--- config.mk ---
export PLATFORM = sky130hd
export DESIGN_NAME = inst_fetch_queue_flat
export DESIGN_NICKNAME = d
export VERILOG_FILES = /design/src/rtl/inst_fetch_queue_if.sv /design/src/rtl/inst_fetch_queue.sv /design/src/flat_wrapper.sv
export SDC_FILE = /design/constraint.sdc
export NUM_CORES = 2
export LEC_CHECK = 0
export CAP_MARGIN = 0
export CORE_MARGIN = 2
export CORE_UTILIZATION = 40
export CTS_CLUSTER_SIZE = 10
export DETAILED_ROUTE_END_ITERATION = 12
export GPL_ROUTABILITY_DRIVEN = 0
export HOLD_SLACK_MARGIN = 0.06
export PLACE_DENSITY = 0.55
export SYNTH_ARGS = -nofsm -noshare
export SYNTH_HDL_FRONTEND = slang
export SYNTH_SLANG_ARGS = --single-unit
--- constraint.sdc ---
create_clock -name clk -period 2.9 [get_ports clk]
set_input_delay 0.58 -clock clk [delete_from_list [all_inputs] [get_ports clk]]
set_output_delay 0.58 -clock clk [all_outputs]
set_load 0.005 [all_outputs]
--- src/rtl/inst_fetch_queue_if.sv ---
// Purpose : handshake/bus bundle between the IFU, the fetch queue and decode.
// Latency : wires only; no state.
// Backpressure: stall_ifu holds the IFU side, out_ready holds the queue head.
//
// Signals:
//   in_valid/in_inst/in_pc/in_pc_plus_4  IFU -> queue instruction
//   stall_ifu                            queue -> IFU, high when full
//   flush                                redirect, discards every entry
//   out_valid/out_inst/out_pc/out_pc_plus_4  queue head -> decode
//   out_ready                            decode consumes the head
//   count                                current occupancy
// modport master: the IFU/decode environment; modport slave: the queue.

`ifndef INST_ADDR_WIDTH
`define INST_ADDR_WIDTH 32
`endif

interface inst_fetch_queue_if #(
    parameter int IAW   = `INST_ADDR_WIDTH,
    parameter int DEPTH = 8
);
    localparam int CNT_W = $clog2(DEPTH + 1);

    logic             in_valid;
    logic [31:0]      in_inst;
    logic [IAW-1:0]   in_pc;
    logic [IAW-1:0]   in_pc_plus_4;
    logic             stall_ifu;
    logic             flush;
    logic             out_valid;
    logic [31:0]      out_inst;
    logic [IAW-1:0]   out_pc;
    logic [IAW-1:0]   out_pc_plus_4;
    logic             out_ready;
    logic [CNT_W-1:0] count;

    modport master (
        output in_valid, in_inst, in_pc, in_pc_plus_4, flush, out_ready,
        input  stall_ifu, out_valid, out_inst, out_pc, out_pc_plus_4, count
    );

    modport slave (
        input  in_valid, in_inst, in_pc, in_pc_plus_4, flush, out_ready,
        output stall_ifu, out_valid, out_inst, out_pc, out_pc_plus_4, count
    );
endinterface

--- src/rtl/inst_fetch_queue.sv ---
// Purpose : decoupling FIFO between the IFU output registers and decode.
// Latency : 1 cycle enqueue-to-head; 0 cycles through the empty-queue bypass when IFQ_BYPASS_EN is defined.
// Backpressure: stall_ifu = full (registered state only); head held until out_ready.
//
// Ports:
//   clk    rising-edge clock
//   reset  synchronous, active-high; wins over flush/enqueue/dequeue
//   ifq    inst_fetch_queue_if.slave (IFU input, stall, flush, decode output, count)
// Optional feature macro: IFQ_BYPASS_EN (empty-queue combinational pass-through).

`ifndef INST_ADDR_WIDTH
`define INST_ADDR_WIDTH 32
`endif

module inst_fetch_queue #(
    parameter int DEPTH           = 8,
    parameter int INST_ADDR_WIDTH = `INST_ADDR_WIDTH
) (
    input  logic               clk,
    input  logic               reset,
    inst_fetch_queue_if.slave  ifq
);
    localparam int CNT_W = $clog2(DEPTH + 1);
    localparam int PTR_W = $clog2(DEPTH);
    localparam int IAW   = INST_ADDR_WIDTH;

    typedef struct packed {
        logic [31:0]    inst;
        logic [IAW-1:0] pc;
        logic [IAW-1:0] pc_plus_4;
    } entry_t;

    entry_t           entry_q [DEPTH];
    entry_t           entry_d [DEPTH];
    logic [PTR_W-1:0] rd_ptr_q, rd_ptr_d;
    logic [PTR_W-1:0] wr_ptr_q, wr_ptr_d;
    logic [CNT_W-1:0] count_q, count_d;

    entry_t in_entry;
    entry_t head_entry;
    logic   full;
    logic   empty;
    logic   bypass;
    logic   enq;
    logic   deq;

    assign in_entry   = '{inst: ifq.in_inst, pc: ifq.in_pc, pc_plus_4: ifq.in_pc_plus_4};
    assign head_entry = entry_q[rd_ptr_q];
    assign full       = (count_q == CNT_W'(DEPTH));
    assign empty      = (count_q == '0);

`ifdef IFQ_BYPASS_EN
    // Empty queue with decode ready: hand the instruction straight through
    // without touching storage, pointers or count.
    assign bypass = empty && ifq.in_valid && ifq.out_ready && !ifq.flush;
`else
    assign bypass = 1'b0;
`endif

    // Full blocks enqueue even when the head drains this cycle; the IFU
    // holds its instruction, so it is simply taken one cycle later.
    assign enq = ifq.in_valid && !full && !ifq.flush && !bypass;
    assign deq = !empty && ifq.out_ready && !ifq.flush;

    always_comb begin
        entry_d  = entry_q;
        rd_ptr_d = rd_ptr_q;
        wr_ptr_d = wr_ptr_q;
        count_d  = count_q;

        if (enq) begin
            entry_d[wr_ptr_q] = in_entry;
            wr_ptr_d          = wr_ptr_q + 1'b1;
        end
        if (deq) begin
            rd_ptr_d = rd_ptr_q + 1'b1;
        end

        unique case ({enq, deq})
            2'b10:   count_d = count_q + 1'b1;
            2'b01:   count_d = count_q - 1'b1;
            default: count_d = count_q;
        endcase

        // Redirect empties the queue; storage is left as-is since it is
        // unreachable until rewritten.
        if (ifq.flush) begin
            rd_ptr_d = '0;
            wr_ptr_d = '0;
            count_d  = '0;
        end
    end

    always_ff @(posedge clk) begin
        if (reset) begin
            entry_q  <= '{default: '0};
            rd_ptr_q <= '0;
            wr_ptr_q <= '0;
            count_q  <= '0;
        end else begin
            entry_q  <= entry_d;
            rd_ptr_q <= rd_ptr_d;
            wr_ptr_q <= wr_ptr_d;
            count_q  <= count_d;
        end
    end

    always_comb begin
        ifq.out_valid     = !empty;
        ifq.out_inst      = head_entry.inst;
        ifq.out_pc        = head_entry.pc;
        ifq.out_pc_plus_4 = head_entry.pc_plus_4;
        if (bypass) begin
            ifq.out_valid     = 1'b1;
            ifq.out_inst      = ifq.in_inst;
            ifq.out_pc        = ifq.in_pc;
            ifq.out_pc_plus_4 = ifq.in_pc_plus_4;
        end
    end

    assign ifq.stall_ifu = full;
    assign ifq.count     = count_q;

    a_no_enq_when_full : assert property (@(posedge clk) disable iff (reset)
        !(enq && count_q == CNT_W'(DEPTH)));
    a_no_deq_when_empty : assert property (@(posedge clk) disable iff (reset)
        !(deq && count_q == '0));

endmodule
--- src/flat_wrapper.sv ---
// flat-port wrapper written by rule: the top's interface ports become plain ports
module inst_fetch_queue_flat 
#(
    parameter int DEPTH           = 8,
    parameter int INST_ADDR_WIDTH = `INST_ADDR_WIDTH
)
  (clk, reset, ifq_in_valid, ifq_in_inst, ifq_in_pc, ifq_in_pc_plus_4, ifq_flush, ifq_out_ready, ifq_stall_ifu, ifq_out_valid, ifq_out_inst, ifq_out_pc, ifq_out_pc_plus_4, ifq_count);
  inst_fetch_queue_if #(.DEPTH(DEPTH)) ifq_i ();
  input  logic clk;
  input  logic reset;
  input wire logic [$bits(ifq_i.in_valid)-1:0] ifq_in_valid;
  input wire logic [$bits(ifq_i.in_inst)-1:0] ifq_in_inst;
  input wire logic [$bits(ifq_i.in_pc)-1:0] ifq_in_pc;
  input wire logic [$bits(ifq_i.in_pc_plus_4)-1:0] ifq_in_pc_plus_4;
  input wire logic [$bits(ifq_i.flush)-1:0] ifq_flush;
  input wire logic [$bits(ifq_i.out_ready)-1:0] ifq_out_ready;
  output wire logic [$bits(ifq_i.stall_ifu)-1:0] ifq_stall_ifu;
  output wire logic [$bits(ifq_i.out_valid)-1:0] ifq_out_valid;
  output wire logic [$bits(ifq_i.out_inst)-1:0] ifq_out_inst;
  output wire logic [$bits(ifq_i.out_pc)-1:0] ifq_out_pc;
  output wire logic [$bits(ifq_i.out_pc_plus_4)-1:0] ifq_out_pc_plus_4;
  output wire logic [$bits(ifq_i.count)-1:0] ifq_count;
  assign ifq_i.in_valid = ifq_in_valid;
  assign ifq_i.in_inst = ifq_in_inst;
  assign ifq_i.in_pc = ifq_in_pc;
  assign ifq_i.in_pc_plus_4 = ifq_in_pc_plus_4;
  assign ifq_i.flush = ifq_flush;
  assign ifq_i.out_ready = ifq_out_ready;
  assign ifq_stall_ifu = ifq_i.stall_ifu;
  assign ifq_out_valid = ifq_i.out_valid;
  assign ifq_out_inst = ifq_i.out_inst;
  assign ifq_out_pc = ifq_i.out_pc;
  assign ifq_out_pc_plus_4 = ifq_i.out_pc_plus_4;
  assign ifq_count = ifq_i.count;
  inst_fetch_queue #(.DEPTH(DEPTH), .INST_ADDR_WIDTH(INST_ADDR_WIDTH)) u_core (.clk(clk), .reset(reset), .ifq(ifq_i));
endmodule
Word-level counts from Yosys, hierarchy flattened

Cells that the tools add are included.

Word-level logic and storage cells: 57
Output and inout bits: 102
Input bits: 101
Bits in registers: 778

Muxes and demuxes: 7
Bitwise logic cells: 2
Equality and inequality tests: 3
Reduce and logical (&&, ||, !) cells: 11
Order comparisons: 3
$add $sub $neg: 4

Operators with widths:

| kind                | number |
|---|---|
| $bwmux 768          | 1 |
| $bmux 96 s3         | 1 |
| $demux 96 s3        | 1 |
| $mux 96             | 3 |
| $ge 4x4->1 const B  | 2 |
| $not 3->4           | 2 |
| $pmux 4 s2          | 1 |
| $add 3x1->3 const B | 2 |
| $logic_and 1x1->1   | 5 |
| $add 4x1->4 const B | 1 |
| $eq 4x4->1 const B  | 1 |
| $logic_not 4->1     | 1 |
| $lt 4x1->1 const B  | 1 |
| $sub 4x1->4 const B | 1 |
| $logic_not 1->1     | 3 |
| $eq 2x1->1 const B  | 1 |
| $eq 2x2->1 const B  | 1 |
| $reduce_bool 2->1   | 1 |
| $reduce_or 2->1     | 1 |

Depth between registers and ports, before layout

Word-level depth: 6
Gate-level depth with buffers: 11
Depth with buffers taken out: 10

Least setup slack after synthesis

No wires, ideal clock.

Path type: register to register
From: register u_core.count_q[0], in the netlist u_core.ifq.count[0]
To: register u_core.count_q[3], in the netlist u_core.ifq.count[3]
Setup time: 0.127 ns
Data required time: 2.773 ns
Path slack: 0.500 ns
Buffers on the path: 1
Arrival time: 2.273 ns
Stages on the path, launching flop included: 10
Cells stage by stage: dfxtp_1 > or4_1 > and3b_1 > clkbuf_1 > ha_1 > ha_1 > nand3_1 > and4b_1 > o21ai_0 > o31ai_1

Longest elaborated chain between the ends: 6

RTL lines:

| item                                                   | RTL line                | RTL |
|---|---|---|
| start, declared                                        | inst_fetch_queue.sv:37  | `logic [CNT_W-1:0] count_q, count_d;` |
| start signal, assigned                                 | inst_fetch_queue.sv:104 | `count_q <= count_d;` |
| $logic_not 4->1 *                                      | inst_fetch_queue.sv:50  | `assign empty = (count_q == '0);` |
| $logic_not 1->1 *                                      | n/a                     |  |
| via ifq_out_valid                                      | flat_wrapper.sv:18      | `output wire logic [$bits(ifq_i.out_valid)-1:0] ifq_out_valid;` |
| $logic_and 1x1->1 * (2 in series)                      | inst_fetch_queue.sv:63  | `assign deq = !empty && ifq.out_ready && !ifq.flush;` |
| via u_core.deq                                         | inst_fetch_queue.sv:45  | `logic deq;` |
| $eq 2x1->1 / $eq 2x2->1 (equally long branches)        | inst_fetch_queue.sv:79  | `unique case ({enq, deq})` |
| $pmux 4 s2 / $reduce_bool 2->1 (equally long branches) | n/a                     |  |

The timed path passes the listed nets; every way through them passes the cells marked *.
A chain may end at the register's enable or synchronous reset.

Final worst setup path

From: register u_core.rd_ptr_q[0]
To: output ifq_out_inst[19]

Longest elaborated chain between the ends: 4

RTL lines:

| item                                        | RTL line                | RTL |
|---|---|---|
| start, declared                             | inst_fetch_queue.sv:35  | `logic [PTR_W-1:0] rd_ptr_q, rd_ptr_d;` |
| start signal, assigned                      | inst_fetch_queue.sv:102 | `rd_ptr_q <= rd_ptr_d;` |
| $not 3->4 (not written as such)             | inst_fetch_queue.sv:48  | `assign head_entry = entry_q[rd_ptr_q];` |
| $bmux 96 s3                                 | inst_fetch_queue.sv:48  |  |
| $mux 96 (not written as such) (2 in series) | inst_fetch_queue.sv:48  |  |
| end, declared                               | flat_wrapper.sv:19      | `output wire logic [$bits(ifq_i.out_inst)-1:0] ifq_out_inst;` |

No other way between the ends. The select of a mux whose other input is x is not followed.

==> metrics.csv <==
stage;metric;value;unit
clock_network;cts_tree;done;
logic_synthesis;synthAdderAreaFrac;0.00248;
critical_path;cp_common_cell;buf_6;
logic_synthesis;synth_compound_area_frac;0.116;
logic_synthesis;synth_edf_count;0;
timing;relSlewSlack;0.528;
global_routing;grt-ovfl-total;0;
power_and_ir_drop;power_density;544;nW/um2
final_layout;design.final.nets;4080;
timing;rsz0062_at_grt;true;
logic_synthesis;synth_nets;3959;
floorplanning;fp.dieArea;85600;um2
route;drt_wl_total;105000;um
clock_network;clock-sinks;778;
placement;dp.cells;4815;
timing;final.min_clock_period;3190;ps
clock_network;clk_pin_slew;60;ps
outcome;outcome;finished with violations;
timing;finalSetupTns;-18040;ps
clock_network;worstSkewPairLatency;630;ps
power_and_ir_drop;leakagePower;13.6;nW
placement;place_area;36200;um2
logic_synthesis;seq_area_frac_synth;0.468;
final_layout;post_route_cells_drive_above_1_share;0.187;
placement;portBuffers;202;
final_layout;fin_cells;5077;
final_layout;fin_area;40700;um2
critical_path;cp_slowest_cell;mux4_2;
logic_synthesis;synth_cells;3852;
critical_path;start_kind;flop;
route;drt_pass1_iterations;8;
final_layout;layout_commonest_cell;nand2_1;
global_routing;grt_use_total;0.233;
route;wl_met2;48800;um
logic_synthesis;postSynthAreaPerCell;8.65;um2
route;wl_per_cell;20.6;um
global_routing;grt_pass1_wl;156000;um
floorplanning;initial_core_util;0.405;
timing;min_period_over_period;1.10;
critical_path;cp_data_arrival_time;2610;ps
logic_synthesis;ys_ff_latch;778;
clock_network;cts_root_buf;clkbuf_16;
route;m1WireLength;47600;um
timing;fmax;314;MHz
route;route.vias.total;27200;
logic_synthesis;synth.area.mux_share;0.163;
route;drt.antenna.violating_nets;0;
critical_path;critPathMaxStageDelay;490;ps
power_and_ir_drop;ir_drop;0.000452;V
logic_synthesis;yosys_warnings;0;
route;wl_met3;6510;um
critical_path;worst-setup-path-type;reg2out;
global_routing;grt_max_degree;101;
critical_path;path_max_fanout;8;
placement;pre_cts_ws;125;ps
timing;tightest_slew;708;ps
floorplanning;core_region_area;82200;um2
timing;slew_viol_final;0;
final_layout;syn_to_final_growth;22.2;%
global_routing;antenna_found_initial;12;
clock_network;numCtsBuffers;90;
flow_run;cap_violations;0;
logic_synthesis;synth_top_family_by_area;simple AND/OR/NAND/NOR gates;
route;routed.top_layer;met5;
timing;finClkSkew;13.5;ps
floorplanning;die_h;293;um
critical_path;crit_required;2320;ps
route;drt_iter0_drc;2312;
floorplanning;rows;105;
global_routing;grt_pass1_vias;25800;
timing;hold_viol_final;0;
final_layout;layout_common_cells;1,538 x nand2_1, 772 x dfxtp_1, 771 x a21oi_1;
worst_hold_path;min_path_type;in2reg;
logic_synthesis;synth_cell_types;37;
logic_synthesis;synth-xor-area-share;0.00158;
critical_path;path_cells;buf_12 -> buf_8 -> clkbuf_16 -> buf_6 -> mux4_2 -> mux2_4 -> buf_6;
placement;post-dp-hpwl;56400;um
floorplanning;ioPinCount;203;
timing;finalWorstSetupSlack;-286;ps
timing;setup_violations;95;
critical_path;end_kind;primary output;
clock_network;hold_buffers;0;
logic_synthesis;syn_area;33300;um2
floorplanning;die_x;293;um
clock_network;h-tree-depth;3;
route;routed_via_density;5.36;
outcome;violations;negative setup slack;
logic_synthesis;synth_top_flop_cell;dfxtp_1;
logic_synthesis;synth_simple_gate_area_frac;0.183;
clock_network;cts_buffer_depth;3;
logic_synthesis;async_reset_ff_frac;0;
route;drt_drc_violations_left;0;
## final timing paths
check                              to  depth (start not counted)  slack [ps]           startpoint
setup / recovery     ifq_out_inst[19]                          7        -290   u_core.rd_ptr_q[0]
hold / removal     u_core.entry_q[89]                          2         380                reset
setup reg to reg  u_core.ifq.count[3]                          8         460  u_core.ifq.count[3]
hold reg to reg   u_core.entry_q[504]                          2         450  u_core.entry_q[504]
## flip-flops by register name (all words and copies together) (netlist names)
signal	flops
u_core.entry_q	768
u_core.ifq.count	4
u_core.rd_ptr_q	3
u_core.wr_ptr_q	3
## cells in the mapped netlist (5+ instances only)
cell      number  area share
nand2_1     1538        0.17
mux2_2        96       0.032
buf_2         56      0.0084
ha_1           5      0.0019
clkbuf_1     188       0.021
dfxtp_1      778        0.47
buf_1         57      0.0064
buf_4         71       0.016
mux4_2       192        0.13
buf_6         38       0.013
a21oi_1      771        0.12
nor2_1        13      0.0015
## cell type report
| cell class | count | area (um2) |
|---|---|---|
| well taps | 1070 | 1340 |
| inverters | 5 | 31.3 |
| flip-flops and latches | 778 | 15600 |
| multi-input cells | 2659 | 15900 |
| repair buffers | 439 | 5240 |
| fillers | 7658 | 41500 |
| clock inverters | 7 | 76.3 |
| clock buffers | 112 | 2450 |
| diodes | 7 | 17.5 |
## report_power, final
group / total (W) / internal (W) / switching, W / leakage, nW
logic: 0.00113 / 0.000491 / 0.000644 / 6.10
registers: 0.0108 / 0.0108 / 0.0000435 / 6.28
clock network: 0.0102 / 0.00585 / 0.00432 / 1.24
total: 0.0221 / 0.0171 / 0.00500 / 13.6
## per-stage QoR
stage / hold WS [ps] / util / power, W
6_report: 376 / 0.495 / 0.0221
4_1_cts: 355 / 0.473 / 0.0223
5_1_grt: 387 / 0.495 / 0.0229
2_1_floorplan: 433 / - / 0.0117
3_3_place_gp: 438 / 0.440 / 0.0121
3_5_place_dp: 444 / 0.440 / 0.0121
## metal layers
layer  vias to the layer above  track usage
li1                      13000            -
met1                     13300        0.330
met2                       769        0.371
met3                       114       0.0401
met4                        12       0.0582
met5                         -            0
## worst max-delay path: cells and delay by family, from the launching register on
family / cells / cell delay (ps)
multiplexers: 2 / 790
flip-flops: 1 / 460
buffers and inverters: 5 / 710
## kinds of logic after synthesis
logic type,count (synthesis)
buffers and inverters,415
AOI/OAI and AO/OA,774
xor gates and xnor gates,6
adders and majority gates,6
and+or+nand+nor,1583
muxes,290
DFF,778
## what timing repair did
action / CTS / global route
gates cloned: 1 / 19
pin swaps: 0 / 1
setup endpoints to repair: 97 / 97
gates resized for setup: 128 / 336
setup buffers: 5 / 114
Note: power is estimated with default switching activity, not from simulation.
